$ cat src/rtl/dcache_wbuf.sv
// Write buffer and memory-port arbiter between the data cache and the system bus.
// Stores are queued and drained in order; fill reads wait until every older store is committed.
module dcache_wbuf #(
  parameter int DEPTH  = 4,
  parameter int ADDR_W = 32
) (
  input  logic              clk,
  input  logic              rst_n,
  input  logic [ADDR_W-1:0] c_addr,
  input  logic              c_rd,
  input  logic              c_wr,
  input  logic [31:0]       c_wdata,
  input  logic [3:0]        c_wstrb,
  output logic [31:0]       c_rdata,
  output logic              c_valid,
  output logic              wb_full,
  output logic              wb_empty,
  output logic              wb_ovf,
  output logic [ADDR_W-1:0] bus_addr,
  output logic              bus_rd,
  output logic              bus_wr,
  output logic [31:0]       bus_wdata,
  output logic [3:0]        bus_wstrb,
  input  logic [31:0]       bus_rdata,
  input  logic              bus_valid
);

  // state   | meaning
  // S_IDLE  | no bus request; pick the next store, else a pending fill read
  // S_WRITE | head store on the bus, popped on bus_valid
  // S_READ  | fill read on the bus, data passed straight to the cache
  typedef enum logic [1:0] {S_IDLE, S_WRITE, S_READ} state_e;

  localparam int IDX_W = $clog2(DEPTH);
  localparam int PTR_W = IDX_W + 1;

  state_e           state_q, state_d;
  logic [PTR_W-1:0] wr_ptr_q, wr_ptr_d;
  logic [PTR_W-1:0] rd_ptr_q, rd_ptr_d;
  logic [PTR_W-1:0] count;
  logic             ovf_q, ovf_d;
  logic             push, pop;

  logic [ADDR_W-3:0] addr_mem [DEPTH];
  logic [31:0]       data_mem [DEPTH];
  logic [3:0]        strb_mem [DEPTH];
  logic [IDX_W-1:0]  head_idx;

  logic unused_addr_lsb;
  assign unused_addr_lsb = ^c_addr[1:0];

  assign count    = wr_ptr_q - rd_ptr_q;
  assign head_idx = rd_ptr_q[IDX_W-1:0];
  assign pop      = (state_q == S_WRITE) && bus_valid;
  // A full buffer still accepts a store when the head retires in the same cycle.
  assign push     = c_wr && ((count != PTR_W'(DEPTH)) || pop);

  always_comb begin
    wr_ptr_d = wr_ptr_q;
    rd_ptr_d = rd_ptr_q;
    ovf_d    = ovf_q;
    if (push) wr_ptr_d = wr_ptr_q + PTR_W'(1);
    if (pop)  rd_ptr_d = rd_ptr_q + PTR_W'(1);
    if (c_wr && !push) ovf_d = 1'b1;
  end

  always_comb begin
    state_d = state_q;
    unique case (state_q)
      S_IDLE: begin
        if (count != '0)  state_d = S_WRITE;
        else if (c_rd)    state_d = S_READ;
      end
      S_WRITE: if (bus_valid) state_d = S_IDLE;
      S_READ:  if (bus_valid) state_d = S_IDLE;
      default: state_d = S_IDLE;
    endcase
  end

  always_comb begin
    bus_addr  = '0;
    bus_rd    = 1'b0;
    bus_wr    = 1'b0;
    bus_wdata = '0;
    bus_wstrb = '0;
    c_rdata   = '0;
    c_valid   = 1'b0;
    unique case (state_q)
      S_WRITE: begin
        bus_wr    = 1'b1;
        bus_addr  = {addr_mem[head_idx], 2'b00};
        bus_wdata = data_mem[head_idx];
        bus_wstrb = strb_mem[head_idx];
      end
      S_READ: begin
        bus_rd   = 1'b1;
        bus_addr = c_addr;
        c_rdata  = bus_rdata;
        c_valid  = bus_valid;
      end
      default: ;
    endcase
  end

  assign wb_full  = (count == PTR_W'(DEPTH));
  assign wb_empty = (count == '0) && (state_q != S_WRITE);
  assign wb_ovf   = ovf_q;

  always_ff @(posedge clk or negedge rst_n) begin
    if (!rst_n) begin
      state_q  <= S_IDLE;
      wr_ptr_q <= '0;
      rd_ptr_q <= '0;
      ovf_q    <= 1'b0;
    end else begin
      state_q  <= state_d;
      wr_ptr_q <= wr_ptr_d;
      rd_ptr_q <= rd_ptr_d;
      ovf_q    <= ovf_d;
    end
  end

  // Entry storage needs no reset: only slots between the pointers are ever read.
  always_ff @(posedge clk) begin
    if (push) begin
      addr_mem[wr_ptr_q[IDX_W-1:0]] <= c_addr[ADDR_W-1:2];
      data_mem[wr_ptr_q[IDX_W-1:0]] <= c_wdata;
      strb_mem[wr_ptr_q[IDX_W-1:0]] <= c_wstrb;
    end
  end

endmodule

$ cat config.mk
export PLATFORM = sky130hd
export DESIGN_NAME = dcache_wbuf
export DESIGN_NICKNAME = d
export VERILOG_FILES = /design/src/rtl/dcache_wbuf.sv
export SDC_FILE = /design/constraint.sdc
export NUM_CORES = 1
export LEC_CHECK = 0
export ABC_CLOCK_PERIOD_IN_PS = 4800
export BUFFER_PORTS_ARGS = -buffer_cell sky130_fd_sc_hd__buf_2
export CAP_MARGIN = 40
export CORE_MARGIN = 2
export CORE_UTILIZATION = 47
export CTS_BUF_LIST = sky130_fd_sc_hd__clkbuf_4
export DETAILED_ROUTE_END_ITERATION = 7
export PLACE_DENSITY = 0.7
export SYNTH_ARGS = -nofsm -noshare
export SYNTH_HDL_FRONTEND = slang
export SYNTH_SLANG_ARGS = --single-unit
$ cat constraint.sdc
create_clock -name clk -period 4.8 [get_ports clk]
set_input_delay 0 -clock clk [delete_from_list [all_inputs] [get_ports clk]]
set_output_delay 0 -clock clk [all_outputs]
set_load 0.01 [all_outputs]
## After elaboration in Yosys (flattened, before gate mapping)

Memories as Yosys holds them, arrays and structs flattened.
Cells that the tools add are included.

- Add/subtract/negate cells: 3
- $mul: 0
- Div/mod/pow operators: 0
- Order comparisons: 0
- Equal/unequal tests: 7
- Shift-type cells: 0
- Mux-type cells: 13
- Bitwise logic cells: 0
- Reductions and logical operators: 11

Operator list:

| kind | number |
|---|---|
| 32-bit 2-to-1 mux | 2 |
| 32-bit case mux with 2 select lines | 1 |
| 3-bit by 1-bit adder with 3-bit output (second input constant) | 2 |
| 2-bit 2-to-1 mux | 3 |
| 3-bit inequality test (second input constant) | 2 |
| 1-bit 2-to-1 mux | 5 |
| 1-bit logical AND | 4 |
| 4-bit 2-to-1 mux | 1 |
| 2-bit by 1-bit inequality test with 1-bit output (second input constant) | 2 |
| 2-bit case mux with 2 select lines | 1 |
| 3-bit equality test (second input constant) | 1 |
| 3-bit logical NOT | 1 |
| 3-bit nonzero test | 1 |
| 3-bit subtractor | 1 |
| 2-bit by 1-bit equality test with 1-bit output (second input constant) | 1 |
| 2-bit equality test (second input constant) | 1 |
| 2-bit logical NOT | 1 |
| 2-bit AND reduction | 1 |
| 2-bit OR reduction | 1 |
| 1-bit logical NOT | 1 |
| 1-bit logical OR | 1 |

- Flip-flop bits (word level): 9
- Latch bits: 0
- RAM bits: 264
- Bits in read-only memories: 0
- Bits of input ports: 105
- Word-level logic and storage cells: 41
- Memories kept: 3

Memories:

| name | depth | bits a word | rd ports | clocked after memory_dff | wr ports | RTL line | text |
|---|---|---|---|---|---|---|---|
| data_mem | 4 | 32 | 1 | 0 | 1 | 45 | `logic [31:0] data_mem [DEPTH];` |
| addr_mem | 4 | 30 | 1 | 0 | 1 | 44 | `logic [ADDR_W-3:0] addr_mem [DEPTH];` |
| strb_mem | 4 | 4 | 1 | 0 | 1 | 46 | `logic [3:0] strb_mem [DEPTH];` |

## Depth between registers and ports, before layout

Gate-level depths: netlist of run 1.

- Depth after elaboration: 6
- Gate-level depth with buffers: 9

## Worst setup path after synthesis of run 1

OpenSTA, ideal clock, no wires.

- Path type: register to register
- Start point: register rd_ptr_q[1]
- End point: memory addr_mem[0][0] in the netlist's numbering, enable pin
- Setup time: 431 ps
- Data arrival time: 3311 ps
- Data required time: 4369 ps
- Path slack: 1058 ps
- Cell stages (with the launch flop): 10
- Buffers on the path: 3
- Cells stage by stage: dfrtp_1 -> clkbuf_1 -> buf_2 -> buf_2 -> inv_1 -> ha_1 -> nor2b_1 -> xnor2_1 -> o21a_1 -> and2_1

- Longest elaborated chain between the ends: 6

RTL lines:

| item | RTL line | text |
|---|---|---|
| from (decl) | 39 | `logic [PTR_W-1:0] rd_ptr_q, rd_ptr_d;` |
| from (signal assigned) | 118 | `rd_ptr_q <= rd_ptr_d;` |
| 3-bit subtractor | 52 | `assign count = wr_ptr_q - rd_ptr_q;` |
| 3-bit inequality test | 56 | `assign push = c_wr && ((count != PTR_W'(DEPTH)) \|\| pop);` |
| 1-bit logical OR | 56 |  |
| 1-bit logical AND | 56 |  |
| 1-bit 2-to-1 mux | 125 | `if (push) begin` |
| 1-bit 2-to-1 mux (not written as such) | 126 | `addr_mem[wr_ptr_q[IDX_W-1:0]] <= c_addr[ADDR_W-1:2];` |
| to (decl) | 44 |  |

No other way between the ends.

## Worst setup path after layout of run 1

- Start point: register rd_ptr_q[0]
- End point: output port bus_addr[4]

- Longest elaborated chain between the ends: 2

RTL lines:

| item | RTL line | text |
|---|---|---|
| memory read 4 x 30 bit | n/a |  |
| 32-bit case mux with 2 select lines | 88 | `unique case (state_q)` |
| to (decl) | 19 | `output logic [ADDR_W-1:0] bus_addr,` |

No other way between the ends.

==> out/metrics.csv, run 1 <==
stage;metric;value;unit
layout;most frequent cells in the layout;edfxtp_1, buf_2, clkbuf_4;
logic_synthesis;Seq/Total Area, Yosys;74.86;%
logic_synthesis;Netlist cell types;30;
setup_path;arrival time worst endpoint;3210;ps
layout;Final Net Count;968;
timing;RSZ-0062 raised after global routing;false;
timing;worst-margin pin slew;707.7;ps
layout;Layout Cells excl Fill;1185;
timing;max-slew violation count;0;
clocking;CTS Buf Count;72;
clocking;CTS Hold Buffers Added;72;
logic_synthesis;syn nets;630;
die;Die Y;156.2;um
placed_design;Cell Area, Placed;0.01229;mm^2
logic_synthesis;top-area cell type share of the netlist area;72.79;%
placed_design;number of cells after detailed placement;991;
die;Starting Density;47.96;%
timing;Max-slew headroom;52.82;%
layout;Layout area overhead;27.59;%
detailed_routing;DR DRC count;0;
setup_path;FF-to-FF setup slack;1610;ps
timing;Tcrit/Tclk final;66.80;%
timing;Final Hold Vio Count;0;
setup_path;Startpoint Class;flip-flop;
setup_path;WP depth;4;
placed_design;routability cong.;0.7199;
hold_path;Hold Crit Class;in2reg;
die;core area;0.02271;mm^2
detailed_routing;Routed Antenna Nets;0;
clocking;clock tree sinks;273;
setup_path;Setup CP Type;reg2out;
setup_path;CP delay by family, top;flip-flops;
run;Max-Cap Viols;0;
setup_path;reg-to-reg startpoint;rd_ptr_q[0];
placed_design;Detail Placement HPWL;14070;um
detailed_routing;vias after detailed routing;6227;
hold_path;Hold Crit Start;c_wdata[26];
die;chip width;156.2;um
global_route;first-pass GRT wire length;35620;um
setup_path;Critical Path Fanout Max;36;
clocking;post-CTS sizing;0;
timing;min Tclk post-route;3206;ps
detailed_routing;DRT Pass-1 Iters;4;
detailed_routing;initial drt markers;325;
setup_path;Req. time, crit path;4800;ps
global_route;largest net degree at the start of global routing;41;
setup_path;Worst R2R Path Depth;6;
timing;Fin Setup TNS;0;ps
clocking;Clk pin slew, worst setup/hold paths;70;ps
logic_synthesis;ranking of synthesized cells by area;edfxtp_1, mux4_2, and2_1, a22o_1, dfrtp_1;
clocking;# H-tree levels;3;
clocking;clk_lat worst skew;640;ps
global_route;GRT Util Overall;19.23;%
setup_path;Reg-to-Reg End;addr_mem[2][7];
power;leakage;5.326;nW
layout;most common cell after layout, fill and taps aside;edfxtp_1;
die;I/O pin cnt;211;
clocking;CTS root buffer;clkbuf_4;
run_status;status;finished, final reports clean;
clocking;postcts setup bufs;0;
die;Rows;55;
detailed_routing;drt wl/cell;19.52;um
timing;Setup violations, final;0;
layout;final instance area;0.01389;mm^2
setup_path;max incr delay on CP;900;ps
clocking;Clock Path Buffers;3;
setup_path;Critical path buffers and inverters;2;
timing;fmax;311.9;MHz
global_route;vias in the first global route;6880;
placed_design;port bufs;210;
layout;share of post-route cells with drive strength above 1;45.78;%
logic_synthesis;Avg Cell Area, Syn;21.15;um^2
die;DIE AREA;0.02440;mm^2
logic_synthesis;cell taking the most area after synthesis;edfxtp_1;
global_route;GRT overflow;0;
timing;Max Clock Skew;33.02;ps
global_route;initial antenna violation count;0;
setup_path;Crit. Startpoint;rd_ptr_q[0];
setup_path;CP Cell Sequence;buf_4 -> mux4_2 -> a22o_1 -> buf_2;
logic_synthesis;yosys warns;0;
logic_synthesis;Synth Instances;515;
setup_path;CP endpoint kind;output port;
logic_synthesis;synthesized area;0.01089;mm^2
power;VDD IR max;0.3984;mV
detailed_routing;Final Routed Wirelength;23130;um
setup_path;Worst path slowest cell;dfrtp_4;
power;Final Power;0.008214;W
power;Cell Pwr Density;591.2;mW/mm^2
layout;Antenna Cells;0;
setup_path;CP endpoint;bus_addr[4];
detailed_routing;drt via density;5.255;
logic_synthesis;register bit total from synthesis;273;
clocking;CTS tree;yes;
==> metal layers <==
layer  share of wire, %  GRT usage, %
met1                 40         23.40
met2                 51         33.12
met3                7.3         4.957
met4                1.9         7.558
met5                  0             0
==> worst register-to-register path, cell delays in order, from the launching register on <==
cell,delay [ps]
dfrtp_4,900
ha_1,270
nor2b_1,170
xnor2_1,260
o21a_1,350
and2_4,600
buf_12,300
==> metrics by stage <==
stage | setup WS, ps | util (%) | hold slack (ps)
floorplan | 1058 | - | -295.6
global placement | 1622 | 53.60 | -137.7
detailed placement | 1591 | 54.10 | -138.9
CTS | 1431 | 61.12 | 56.61
global route | 1290 | 61.18 | 82.56
finish | 1594 | 61.18 | 123.6
==> flip-flops by register name, summed over array words and instances (netlist names) <==
name,cells
wb_ovf,1
strb_mem,16
rd_ptr_q,3
wr_ptr_q,3
addr_mem,120
state_q,2
data_mem,128
==> logic make-up after synthesis <==
family,synth area share (%)
flip-flops,74.86
AND/OR/NAND/NOR,4.814
multiplexers,13.89
AO/OA/AOI/OAI,2.884
buffers and inverters,1.919
adder cells (fa/ha/maj),1.149
XOR/XNOR,0.4825
==> final cells by class <==
type	count	area, um^2
Fill cell	1702	8815
Sequential cell	273	8160
Multi-Input combinational cell	207	2544
Timing Repair Buffer	293	1939
Clock buffer	111	833.3
Tap cell	285	356.6
Clock inverter	10	38.79
Inverter	6	22.52
==> Yosys cell counts (all sizes together) <==
library cell	count
edfxtp	264
and2	74
mux4	66
a22o	30
clkbuf	18
buf	11
ha	10
dfrtp	9
inv	6
xnor2	4
nand3	3
a21oi	2
and3	2
mux2	2
nand2	2
nor2	2
xor2	2
a31o	1
a32o	1
nand2b	1
nand4	1
nor2b	1
o211a	1
o21a	1
o21ai	1
==> power breakdown <==
part	internal (W)	total [W]	leakage [nW]	switching (W)
Clock	0.00104	0.00190	0.539	0.000855
Combinational	0.00135	0.00287	2.26	0.00152
Sequential	0.00324	0.00345	2.52	0.000211
Total	0.00563	0.00821	5.33	0.00259
==> worst min path at each step <==
stage / to / slack (ps) / cells past startpoint
after floorplan: rd_ptr_q[0] / -300 / 0
after global routing: addr_mem[0][29] / 80 / 2
after detailed placement: wb_ovf / -140 / 1
after global placement: rd_ptr_q[2] / -140 / 1
final: data_mem[3][26] / 120 / 2
after CTS: addr_mem[1][12] / 60 / 2
Power figures use the tool's default switching activity.
==> inputs of run 2 (changes only) <==
--- a/config.mk
+++ b/config.mk
@@ -5,14 +5,14 @@
 export SDC_FILE = /design/constraint.sdc
 export NUM_CORES = 1
 export LEC_CHECK = 0
-export ABC_CLOCK_PERIOD_IN_PS = 4800
+export ABC_CLOCK_PERIOD_IN_PS = 2830
 export BUFFER_PORTS_ARGS = -buffer_cell sky130_fd_sc_hd__buf_2
 export CAP_MARGIN = 40
 export CORE_MARGIN = 2
 export CORE_UTILIZATION = 47
 export CTS_BUF_LIST = sky130_fd_sc_hd__clkbuf_4
 export DETAILED_ROUTE_END_ITERATION = 7
-export PLACE_DENSITY = 0.7
+export PLACE_DENSITY = 0.72
 export SYNTH_ARGS = -nofsm -noshare
 export SYNTH_HDL_FRONTEND = slang
 export SYNTH_SLANG_ARGS = --single-unit
==> constraint.sdc (replaced) <==
create_clock -name clk -period 2.83 [get_ports clk]
set_input_delay 0 -clock clk [delete_from_list [all_inputs] [get_ports clk]]
set_output_delay 0 -clock clk [all_outputs]
set_load 0.01 [all_outputs]
==> out/metrics.csv, run 2 (same netlist as run 1, synthesis figures left out) <==
stage;metric;value;unit
global_route;GRT overflow;0;
detailed_routing;Routed Antenna Nets;0;
timing;worst-margin pin slew;564.1;ps
global_route;M3 GR Usage;5.816;%
run;Max-Cap Viols;0;
power;Logic pwr share;35.6;%
setup_path;reg-to-reg startpoint;wr_ptr_q[0];
setup_path;most frequent CP cell;buf_4;
placed_design;Detail Placement HPWL;14270;um
power;Switching Power;0.004439;W
global_route;initial antenna violation count;1;
timing;Max-slew headroom;62.39;%
placed_design;port bufs;210;
die;core area;0.02271;mm^2
power;Seq pwr share;40.0;%
layout;Final Net Count;975;
power;Clk pwr share;24.4;%
global_route;met2 Use GR;31.50;%
power;internal power;0.009851;W
die;DIE AREA;0.02440;mm^2
die;Rows;55;
setup_path;max incr delay on CP;400;ps
detailed_routing;drt wl/cell;19.81;um
clocking;clock tree sinks;273;
die;chip width;156.2;um
global_route;GRT Util Overall;19.50;%
clocking;CTS tree;yes;
timing;Tcrit/Tclk final;92.69;%
timing;Setup violations, final;0;
die;Starting Density;47.96;%
timing;Final Hold Vio Count;0;
timing;worst setup margin;206.8;ps
setup_path;Critical path buffers and inverters;4;
setup_path;Critical Path Fanout Max;40;
layout;most frequent cells in the layout;edfxtp_1, buf_2, clkbuf_4;
global_route;grt peak-use layer;met2;
detailed_routing;DR DRC count;0;
timing;max-slew violation count;0;
timing;Fin Setup TNS;0;ps
setup_path;Req. time, crit path;2830;ps
die;Die Y;156.2;um
clocking;postcts setup bufs;0;
detailed_routing;Final Routed Wirelength;23580;um
detailed_routing;vias after detailed routing;6238;
die;I/O pin cnt;211;
setup_path;CP endpoint kind;output port;
layout;most common cell after layout, fill and taps aside;edfxtp_1;
layout;post-layout util;61.79;%
global_route;largest net degree at the start of global routing;69;
hold_path;hold path depth;2;
timing;RSZ-0062 raised after global routing;false;
global_route;grt met1 use;25.81;%
setup_path;Worst R2R Path Depth;7;
setup_path;Crit. Startpoint;state_q[1];
global_route;vias in the first global route;6705;
detailed_routing;initial drt markers;421;
setup_path;WP depth;7;
timing;min Tclk post-route;2623;ps
placed_design;routability cong.;0.7685;
hold_path;Hold Crit Start;c_wstrb[1];
placed_design;pre-CTS WS;257.7;ps
layout;share of post-route cells with drive strength above 1;45.46;%
hold_path;Hold Crit Class;in2reg;
run_status;status;finished, final reports clean;
power;Cell Pwr Density;1018;mW/mm^2
layout;max FFs per register;128;
timing;fmax;381.2;MHz
clocking;# H-tree levels;3;
power;sw frac;31.06;%
clocking;CTS root buffer;clkbuf_4;
setup_path;arrival time worst endpoint;2620;ps
global_route;first-pass GRT wire length;36160;um
setup_path;Startpoint Class;flip-flop;
clocking;Clock Path Buffers;3;
setup_path;CP delay by family, top;buffers and inverters;
layout;Layout area overhead;28.85;%
layout;multi-input logic area;0.002544;mm^2
clocking;Clk pin slew, worst setup/hold paths;60;ps
layout;# fillers;1691;
setup_path;Setup CP Type;reg2out;
clocking;clk_lat worst skew;640;ps
layout;FF/Latch Area;0.008160;mm^2
detailed_routing;DRT Pass-1 Iters;4;
detailed_routing;drt via density;5.242;
clocking;CTS Buf Count;71;
setup_path;Worst path slowest cell;dfrtp_1;
power;VDD IR max;0.4726;mV
power;Final Power;0.01429;W
setup_path;CP Cell Sequence;inv_1 -> ha_1 -> buf_4 -> and2_1 -> buf_4 -> a22o_1 -> buf_2;
power;leakage;5.381;nW
timing;Max Clock Skew;29.30;ps
## run 2: path summary, 6_finish.rpt
kind / slack, ps / endpoint
setup / recovery: 210 / bus_addr[27]
hold / removal: 100 / strb_mem[0][1]
setup reg to reg: 240 / data_mem[0][10]
hold reg to reg: 490 / wr_ptr_q[2]
max in group asynchronous: 2090 / rd_ptr_q[1]
min in group asynchronous: 400 / state_q[1]
## run 2: through the flow
stage | hold WS [ps] | instance area, um^2 | instances
floorplan | -295.6 | 10890 | 515
global placement | -137.1 | 12330 | 997
detailed placement | -132.2 | 12360 | 998
CTS | 42.84 | 14030 | 1189
global route | 49.24 | 14030 | 1190
finish | 103.9 | 14030 | 1190
## run 2: metal layers
| layer | wire length, um | up-vias |
|---|---|---|
| met1 | 10010 | 3124 |
| li1 | - | 2836 |
| met2 | 11670 | 238 |
| met4 | 367 | 0 |
| met3 | 1531 | 40 |
| met5 | 0 | - |
## run 2: repair_timing
action | CTS | global route
gates resized for setup | 0 | 0
hold endpoints to repair | 304 | 0
hold buffers | 74 | 0
## run 2: cell type report
| cell class | instances | share of cell area, % |
|---|---|---|
| Multi-Input combinational cell | 207 | 18.13 |
| Timing Repair Buffer | 301 | 14.36 |
| Antenna cell | 1 | 0.01783 |
| Sequential cell | 273 | 58.15 |
| Inverter | 6 | 0.1605 |
| Clock inverter | 16 | 1.239 |
| Tap cell | 285 | 2.541 |
| Clock buffer | 101 | 5.403 |
## run 2: power groups by stage
stage | registers (W) | logic [W] | clock network [W]
detailed placement | 0.00581 | 0.00504 | 0
global placement | 0.00575 | 0.00496 | 0
floorplan | 0.00573 | 0.00337 | 0
finish | 0.00572 | 0.00508 | 0.00349
global route | 0.00578 | 0.00551 | 0.00382
CTS | 0.00572 | 0.00518 | 0.00359
==> inputs of run 3 (changes only) <==
--- a/config.mk
+++ b/config.mk
@@ -13,6 +13,7 @@
 export CTS_BUF_LIST = sky130_fd_sc_hd__clkbuf_4
 export DETAILED_ROUTE_END_ITERATION = 7
 export PLACE_DENSITY = 0.72
+export REMOVE_ABC_BUFFERS = 1
 export SYNTH_ARGS = -nofsm -noshare
 export SYNTH_HDL_FRONTEND = slang
 export SYNTH_SLANG_ARGS = --single-unit
==> out/metrics.csv, run 3 (same netlist as run 1, synthesis figures left out) <==
stage;metric;value;unit
clocking;clk_lat worst skew;660;ps
global_route;grt met1 use;24.72;%
layout;# fillers;1640;
timing;Final Hold Vio Count;0;
global_route;GRT overflow;0;
setup_path;Critical Path Fanout Max;40;
setup_path;Reg-to-Reg End;state_q[1];
power;sw frac;32.31;%
detailed_routing;Routed Antenna Nets;0;
global_route;met2 Use GR;38.03;%
clocking;Clock Path Buffers;3;
global_route;largest net degree at the start of global routing;69;
detailed_routing;drt via density;5.373;
power;Seq pwr share;40.9;%
setup_path;Startpoint Class;flip-flop;
die;DIE AREA;0.02440;mm^2
die;chip width;156.2;um
placed_design;Cell Area, Placed;0.01237;mm^2
clocking;Clk pin slew, worst setup/hold paths;70;ps
detailed_routing;vias after detailed routing;6399;
timing;fmax;391.1;MHz
placed_design;port bufs;210;
power;Cell Pwr Density;1004;mW/mm^2
die;I/O pin cnt;211;
power;Switching Power;0.004524;W
global_route;grt peak-use layer;met2;
run;Max-Cap Viols;0;
timing;Max-slew headroom;61.52;%
power;Logic pwr share;36.8;%
setup_path;reg-to-reg startpoint;state_q[0];
die;Rows;55;
power;leakage;5.314;nW
timing;Max Clock Skew;32.02;ps
timing;Tcrit/Tclk final;90.35;%
placed_design;Detail Placement HPWL;15430;um
power;Clk pwr share;22.3;%
power;internal power;0.009477;W
timing;min Tclk post-route;2557;ps
clocking;CTS tree;yes;
detailed_routing;drt wl/cell;21.52;um
clocking;# H-tree levels;3;
die;core area;0.02271;mm^2
setup_path;Worst path slowest cell;dfrtp_1;
layout;max FFs per register;128;
layout;share of post-route cells with drive strength above 1;44.69;%
setup_path;CP Cell Sequence;inv_1 -> ha_2 -> buf_6 -> and2_1 -> buf_4 -> a22o_1 -> buf_2;
setup_path;Req. time, crit path;2830;ps
global_route;initial antenna violation count;1;
layout;most frequent cells in the layout;edfxtp_1, buf_2, clkbuf_4;
layout;post-layout util;61.38;%
timing;max-slew violation count;0;
detailed_routing;initial drt markers;375;
global_route;GRT Util Overall;21.67;%
setup_path;Crit. Startpoint;state_q[1];
clocking;CTS Buf Count;69;
setup_path;FF-to-FF setup slack;410;ps
setup_path;arrival time worst endpoint;2560;ps
setup_path;Setup CP Type;reg2out;
global_route;vias in the first global route;7176;
global_route;M3 GR Usage;5.151;%
setup_path;Critical path buffers and inverters;4;
timing;hold_ws;111.6;ps
clocking;CTS root buffer;clkbuf_4;
global_route;first-pass GRT wire length;39100;um
placed_design;routability cong.;0.7715;
hold_path;Hold Crit Class;in2reg;
timing;RSZ-0062 raised after global routing;false;
setup_path;CP endpoint;bus_addr[24];
timing;Setup violations, final;0;
detailed_routing;DRT Pass-1 Iters;6;
setup_path;CP delay by family, top;buffers and inverters;
layout;final instance area;0.01394;mm^2
run_status;status;finished, final reports clean;
timing;worst-margin pin slew;577.2;ps
detailed_routing;DR DRC count;0;
setup_path;max incr delay on CP;400;ps
die;Die Y;156.2;um
setup_path;Worst R2R Path Depth;7;
die;Starting Density;47.96;%
setup_path;CP endpoint kind;output port;
setup_path;WP depth;7;
layout;most common cell after layout, fill and taps aside;edfxtp_1;
layout;Layout area overhead;28.00;%
power;VDD IR max;0.6065;mV
detailed_routing;Final Routed Wirelength;25630;um
layout;Final Net Count;974;
power;Final Power;0.01400;W
clocking;clock tree sinks;273;
clocking;postcts setup bufs;0;
-- run 3: cell count changes in the layout (fill, tap and decap cells not counted), moves of 2 or more --
cell / change
clkbuf_4: -10
bufinv_16: -3
inv_2: +2
clkinvlp_4: +3
clkinv_1: +8
buf_12: +2
-- run 3: worst register-to-register path, cell delays in order (launching register included) --
cell and delay [ps]:
dfrtp_1 390, inv_1 80, ha_1 370, nand2b_1 140
a21oi_1 170, dlygate4sd3_1 570, a21oi_1 40, dlygate4sd3_1 550
-- run 3: repair_timing --
item / in CTS / in global routing
resized for setup: 0 / 1
endpoints found under the setup margin: 0 / 2
endpoints found under the hold margin: 316 / 0
hold buffers: 74 / 0
-- run 3: layout make-up --
cell class / instances / area, um^2 / area share (%)
inverters: 6 / 22.52 / 0.1616
clock inverters: 25 / 135.1 / 0.9694
multi-input cells: 207 / 2546 / 18.27
repair buffers: 302 / 2031 / 14.57
flip-flops and latches: 273 / 8160 / 58.54
clock buffers: 91 / 683.2 / 4.901
diodes: 2 / 5.005 / 0.03590
well taps: 285 / 356.6 / 2.558
-- run 3: worst min path at each step --
stage / startpoint / to / slack (ps) / depth (start not counted)
after floorplan: rst_n / rd_ptr_q[0] / -300 / 0
after global placement: rst_n / state_q[1] / -130 / 1
after detailed placement: rst_n / wb_ovf / -120 / 1
after CTS: c_wdata[10] / data_mem[2][10] / 30 / 2
after global routing: c_addr[31] / addr_mem[2][29] / 60 / 2
final: c_addr[9] / addr_mem[0][7] / 110 / 2
-- run 3: metrics by stage --
| stage | TNS (ps) | cells | setup WS, ps |
|---|---|---|---|
| floorplan | -788340 | 486 | -2859 |
| global placement | 0 | 998 | 573.7 |
| detailed placement | 0 | 999 | 501.7 |
| CTS | 0 | 1189 | 107.1 |
| global route | 0 | 1190 | 81.85 |
| finish | 0 | 1191 | 273.2 |
-- run 3: power groups by stage --
stage          clock, W  sequential [W]  combinational (W)
3_5_place_dp          0         0.00581            0.00510
4_1_cts         0.00320         0.00573            0.00523
6_report        0.00312         0.00573            0.00516
5_1_grt         0.00341         0.00579            0.00562
3_3_place_gp          0         0.00574            0.00500
2_1_floorplan         0         0.00610            0.00291
-- run 3: per-layer routing --
metal	up-vias	share of wire, %
li1	2827	-
met1	3218	37
met2	300	52
met3	54	7.4
met4	0	4.1
met5	-	0
